File: config.mk
export PLATFORM = sky130hd
export DESIGN_NAME = pulse_edge_encoder
export DESIGN_NICKNAME = d
export VERILOG_FILES = /design/src/rtl/pulse_pkg.sv /design/src/rtl/pulse_sync_filter.sv /design/src/rtl/pulse_edge_encoder.sv
export SDC_FILE = /design/constraint.sdc
export NUM_CORES = 1
export LEC_CHECK = 0
export ABC_AREA = 1
export ABC_CLOCK_PERIOD_IN_PS = 2200
export BUFFER_PORTS_ARGS = -buffer_cell sky130_fd_sc_hd__buf_4
export CORE_MARGIN = 2
export CORE_UTILIZATION = 40
export CTS_CLUSTER_DIAMETER = 80
export CTS_CLUSTER_SIZE = 24
export DETAILED_ROUTE_END_ITERATION = 10
export PLACE_DENSITY_LB_ADDON = 0.12
export SLEW_MARGIN = 20
export SYNTH_ARGS = -nofsm -noshare
export SYNTH_HDL_FRONTEND = slang
export SYNTH_SLANG_ARGS = --single-unit
File: constraint.sdc
create_clock -name clk -period 2.2 [get_ports clk]
set_input_delay 0.44 -clock clk [delete_from_list [all_inputs] [get_ports clk]]
set_output_delay 0.44 -clock clk [all_outputs]
set_load 0.01 [all_outputs]
File: src/rtl/pulse_pkg.sv
// Shared definitions for the pulse edge encoder and its edge-to-level reconstruction partner.
package pulse_pkg;

  typedef enum logic {
    IDLE   = 1'b0,
    ACTIVE = 1'b1
  } state_t;

  localparam int DEF_SYNC_STAGES = 2;
  localparam int DEF_MIN_WIDTH   = 1;
  localparam int DEF_CNT_W       = 32;

endpackage

File: src/rtl/pulse_sync_filter.sv
// Synchronizes an asynchronous level and removes excursions shorter than MIN_WIDTH cycles.
// dout changes SYNC_STAGES+MIN_WIDTH-1 edges after the first edge that samples a stable new din.
module pulse_sync_filter
  import pulse_pkg::*;
#(
  parameter int SYNC_STAGES = DEF_SYNC_STAGES,
  parameter int MIN_WIDTH   = DEF_MIN_WIDTH
) (
  input  logic clk,
  input  logic rst,
  input  logic clear,
  input  logic din,
  output logic dout
);

  localparam logic [7:0] LAST = 8'(MIN_WIDTH - 1);

  logic [SYNC_STAGES-1:0] sync;
  logic                   synced;
  logic [7:0]             cnt;
  logic                   level;

  generate
    if (SYNC_STAGES < 2 || SYNC_STAGES > 4) begin : g_bad_sync
      $error("pulse_sync_filter: SYNC_STAGES must be 2..4");
    end
    if (MIN_WIDTH < 1 || MIN_WIDTH > 255) begin : g_bad_width
      $error("pulse_sync_filter: MIN_WIDTH must be 1..255");
    end
  endgenerate

  always_ff @(posedge clk) begin
    if (rst || clear) begin
      sync <= '0;
    end else begin
      sync <= {sync[SYNC_STAGES-2:0], din};
    end
  end

  assign synced = sync[SYNC_STAGES-1];

  // The counter tracks how long the synced input has disagreed with the level;
  // the level flips on the edge that would take it to MIN_WIDTH.
  always_ff @(posedge clk) begin
    if (rst || clear) begin
      cnt   <= '0;
      level <= 1'b0;
    end else if (synced == level) begin
      cnt <= '0;
    end else if (cnt == LAST) begin
      cnt   <= '0;
      level <= ~level;
    end else begin
      cnt <= cnt + 8'd1;
    end
  end

  assign dout = level;

endmodule

File: src/rtl/pulse_edge_encoder.sv
// Encodes a filtered level into rise/fall strobes and measures each pulse width in clk cycles.
// Strobes appear SYNC_STAGES+MIN_WIDTH cycles after the input change; width saturates with overflow flag.
module pulse_edge_encoder
  import pulse_pkg::*;
#(
  parameter int SYNC_STAGES = DEF_SYNC_STAGES,
  parameter int MIN_WIDTH   = DEF_MIN_WIDTH,
  parameter int CNT_W       = DEF_CNT_W
) (
  input  logic             clk,
  input  logic             rst,
  input  logic             clear,
  input  logic             pulse_in,
  output logic             rising_edge,
  output logic             falling_edge,
  output logic             active,
  output logic [CNT_W-1:0] width,
  output logic             width_valid,
  output logic             overflow
);

  localparam logic [CNT_W-1:0] CNT_MAX = '1;
  localparam logic [CNT_W-1:0] CNT_ONE = CNT_W'(1);

  state_t           state;
  state_t           state_nxt;
  logic             level;
  logic             rise_evt;
  logic             fall_evt;
  logic [CNT_W-1:0] cnt;
  logic             sat;

  pulse_sync_filter #(
    .SYNC_STAGES (SYNC_STAGES),
    .MIN_WIDTH   (MIN_WIDTH)
  ) u_filter (
    .clk   (clk),
    .rst   (rst),
    .clear (clear),
    .din   (pulse_in),
    .dout  (level)
  );

  always_ff @(posedge clk) begin
    if (rst || clear) begin
      state <= IDLE;
    end else begin
      state <= state_nxt;
    end
  end

  always_comb begin
    state_nxt = state;
    case (state)
      IDLE:    if (level)  state_nxt = ACTIVE;
      ACTIVE:  if (!level) state_nxt = IDLE;
      default: state_nxt = IDLE;
    endcase
  end

  always_comb begin
    active   = (state == ACTIVE);
    rise_evt = (state == IDLE)   && (state_nxt == ACTIVE);
    fall_evt = (state == ACTIVE) && (state_nxt == IDLE);
  end

  always_ff @(posedge clk) begin
    if (rst || clear) begin
      rising_edge  <= 1'b0;
      falling_edge <= 1'b0;
      width_valid  <= 1'b0;
      overflow     <= 1'b0;
    end else begin
      rising_edge  <= rise_evt;
      falling_edge <= fall_evt;
      width_valid  <= fall_evt;
      overflow     <= fall_evt && sat;
    end
  end

  // Loaded with 1 on the rising cycle so the final count equals the input high time.
  always_ff @(posedge clk) begin
    if (rst || clear) begin
      cnt <= '0;
      sat <= 1'b0;
    end else if (rise_evt) begin
      cnt <= CNT_ONE;
      sat <= 1'b0;
    end else if (active && !fall_evt) begin
      if (cnt == CNT_MAX) begin
        sat <= 1'b1;
      end else begin
        cnt <= cnt + CNT_ONE;
      end
    end
  end

  // A soft clear abandons the pulse in flight but keeps the last reported width.
  always_ff @(posedge clk) begin
    if (rst) begin
      width <= '0;
    end else if (fall_evt && !clear) begin
      width <= cnt;
    end
  end

endmodule

==> results.md <==
* Status: complete, no violations
* Combinational fraction of design power at 1.9%
* Lkg Pwr at 1.73 nW
* Min Hold Slack at 0.279 ns
* DIE AREA at 10600 um2
* Routed Antenna Nets at 0
* HP Class: in2reg
* Area contributors post-synth: dfxtp_1 (41%), nand2_1 (12%), nor2_1 (9.1%), inv_1 (5.3%), o21ai_0 (5.1%)
* Design area at 4560 um2
* Placement Cell Area at between 4000 and 5000 um2
* Largest net degree at the start of global routing at 33
* Gpl congestion at 0.891
* Most frequent cells in the layout: nand2_1 (128), nor2_1 (95), dfxtp_1 (80), inv_1 (55), buf_4 (53)
* Unrepaired setup endpoints after global routing: no
* Fin crit period at 2.02 ns
* Finished Layout Cells at roughly 740
* Worst Setup SP: cnt[1]
* Sw frac at approximately a quarter
* First drt pass iteration count at 5
* Inserted Diodes at 0
* Final Net Count at 610
* Detail-routed net length per standard cell at around 13 um
* Slew Viols, Final at 0
* Slew margin rel. at 62.3%
* Core area at 9640 um2
* Maximum clock rate at a little under 500 MHz
* Async set or reset register ratio after synthesis at 0%
* Area grow syn2layout at 16.5%
* Skew-Pair Late Insertion Delay at about 0.36 ns
* CP endpoint kind: register
* Worst slew pin tran at 0.565 ns
* Die Wd at 103 um
* R2R Path Start: cnt[1]
* Synth Net Count at roughly 560
* Syn. warnings at 0
* CTS tree: done
* Peak supply drop at 0.000222 V
* Critical path required time at 2.42 ns
* Crit Path Category: reg2reg
* CTS H-tree depth at 3
* DRC Markers at 0
* Iteration-0 DRC Markers at 172
* Switching power at around 0.00064 W
* Area leader, netlist: dfxtp_1
* Worst setup margin at 0.184 ns
* Synth cell types at 32
* Sinks on the clock net at 80
* Place WS at 0.0673 ns
* Max-cap violation count at 0
* Seq pwr share at roughly 57%
* Root Driver: clkbuf_8
* Clock network power share at roughly two fifths
* Mapped Area at 3910 um2
* Io pins at a little over 40
* GRT overflow at 0
* CP Data Arrival Time at ~2.2 ns
* Number of global-route vias before repair at 3102
* Yosys reg bits at 80
* Min-delay src: rst
* WL final at 9910 um
* Overall Global Routing Usage at roughly 20%
* Global-route wire length before repair at between 15000 and 20000 um
* Worst-path clk slew at approximately 0.09 ns
* Initial Util at 40.6%
* Initial antenna violation count at 0
* Startpoint Class: register
* Die Span Y at slightly above 100 um
* Top_reg_cell synth: dfxtp_1
* Final worst-path cycle share at approximately nine tenths
* Final Setup Violations at 0
* HPWL Detailed at ~7300 um
* Filler cell count at 1046
* Ratio of cells with drive above 1 in the final layout at a little under a fifth
* Hold Vio Cnt, Final at 0
* Mapped Cells at 557
* Placement Rows at 36
* Most common cell after layout, fill and taps aside: nand2_1
* Setup tns final at 0 ns
* Setup Skew at 0.0121 ns
* # port buffers at 40
* DR vias/cell at 4.79
* Reg area at roughly 1600 um2
* Multi-input logic area at just under 2000 um2
* Synth top area share at 40.9%
* PwrDens at 553 nW/um2
* Avg Cell Area, Syn at about 7.0 um2
* Int Pwr at 0.00188 W
* DR vias at 3548
* EDFF count, synth at 0
* Post-synthesis sequential area ratio at between 40% and 50%
* CTS buffer count at 9
* CTS max path bufs at 2
* CP max FO at 20
* Placed Cells at around 720
registers in the layout, indices dropped and copies added (netlist names):
name	count
overflow	1
width	32
width_valid	1
u_filter.dout	1
u_filter.cnt	8
active	1
u_filter.sync	2
rising_edge	1
cnt	32
sat	1
metal layers:
metal | global-route usage [%] | up-vias | share of wire [%]
met4 | 6.07 | 0 | 1.2
met3 | 3.25 | 9 | 4.0
met5 | 0 | - | 0
li1 | - | 1858 | -
met1 | 28.5 | 1611 | 51
met2 | 29.4 | 70 | 43
synthesized netlist by cell type (7+ instances only):
library cell  instances
nor3_1                9
nand2_2              13
a21oi_2              19
a21oi_1              30
xor2_1               12
o21ai_0              40
clkbuf_1              7
nand4_1               9
inv_1                55
nor2_1               95
dfxtp_1              80
nand3_1              27
nand2_1             128
stage by stage:
step | total power, W | util [%]
finish | 0.00252 | 47.3
global route | 0.00262 | 47.3
CTS | 0.00254 | 47.1
detailed placement | 0.00153 | 45.3
global placement | 0.00153 | 45.3
floorplan | 0.00151 | -
power by group through the flow:
stage / Combinational (W) / Sequential [W] / Clock (W)
floorplan: 0.0000275 / 0.00148 / 0
global placement: 0.0000493 / 0.00148 / 0
detailed placement: 0.0000493 / 0.00148 / 0
CTS: 0.0000495 / 0.00145 / 0.00104
global route: 0.0000531 / 0.00145 / 0.00112
finish: 0.0000483 / 0.00145 / 0.00102
critical path, stage by stage (launching register included):
cell and delay (ns):
dfxtp_1 0.41, ha_1 0.27, nand2_1 0.09, nor2_2 0.18
nand2_4 0.11, nor2_8 0.14, nand2_4 0.19, nand2_8 0.19
inv_4 0.13, nand2_1 0.11, a21oi_2 0.05
area by class of cell:
cell class | instances | share of cell area (%)
timing repair buffer | 54 | 9.17
inverter | 58 | 4.83
tap | 133 | 3.65
clock inverter | 7 | 1.18
multi-input combinational | 400 | 43.3
clock buffer | 9 | 2.72
sequential | 80 | 35.1
path summary, 6_finish.rpt:
check                                        end  slack (ns)  depth (start not counted)
worst max-delay path                     cnt[15]        0.18                         10
worst min-delay path                 width_valid        0.28                          2
worst max register to register           cnt[15]        0.18                         10
worst min register to register  u_filter.sync[1]        0.42                          2
timing repair:
item / 4_1_cts / 5_1_grt
resized for setup: 0 / 2
buffers inserted: 0 / 0
hold buffers: 0 / 0
setup endpoints to repair: 0 / 20
logic make-up (layout without fill, tap and decap cells):
logic type / after synthesis / after routing / synth area share [%]
buffers and inverters: 78 / 128 / 9.05
AOI/OAI and AO/OA: 91 / 91 / 13.5
adders and majority gates: 3 / 3 / 0.959
xor gates and xnor gates: 13 / 13 / 2.91
DFF: 80 / 80 / 40.9
and+or+nand+nor: 292 / 293 / 32.6
Note: power is estimated with default switching activity, not from simulation.
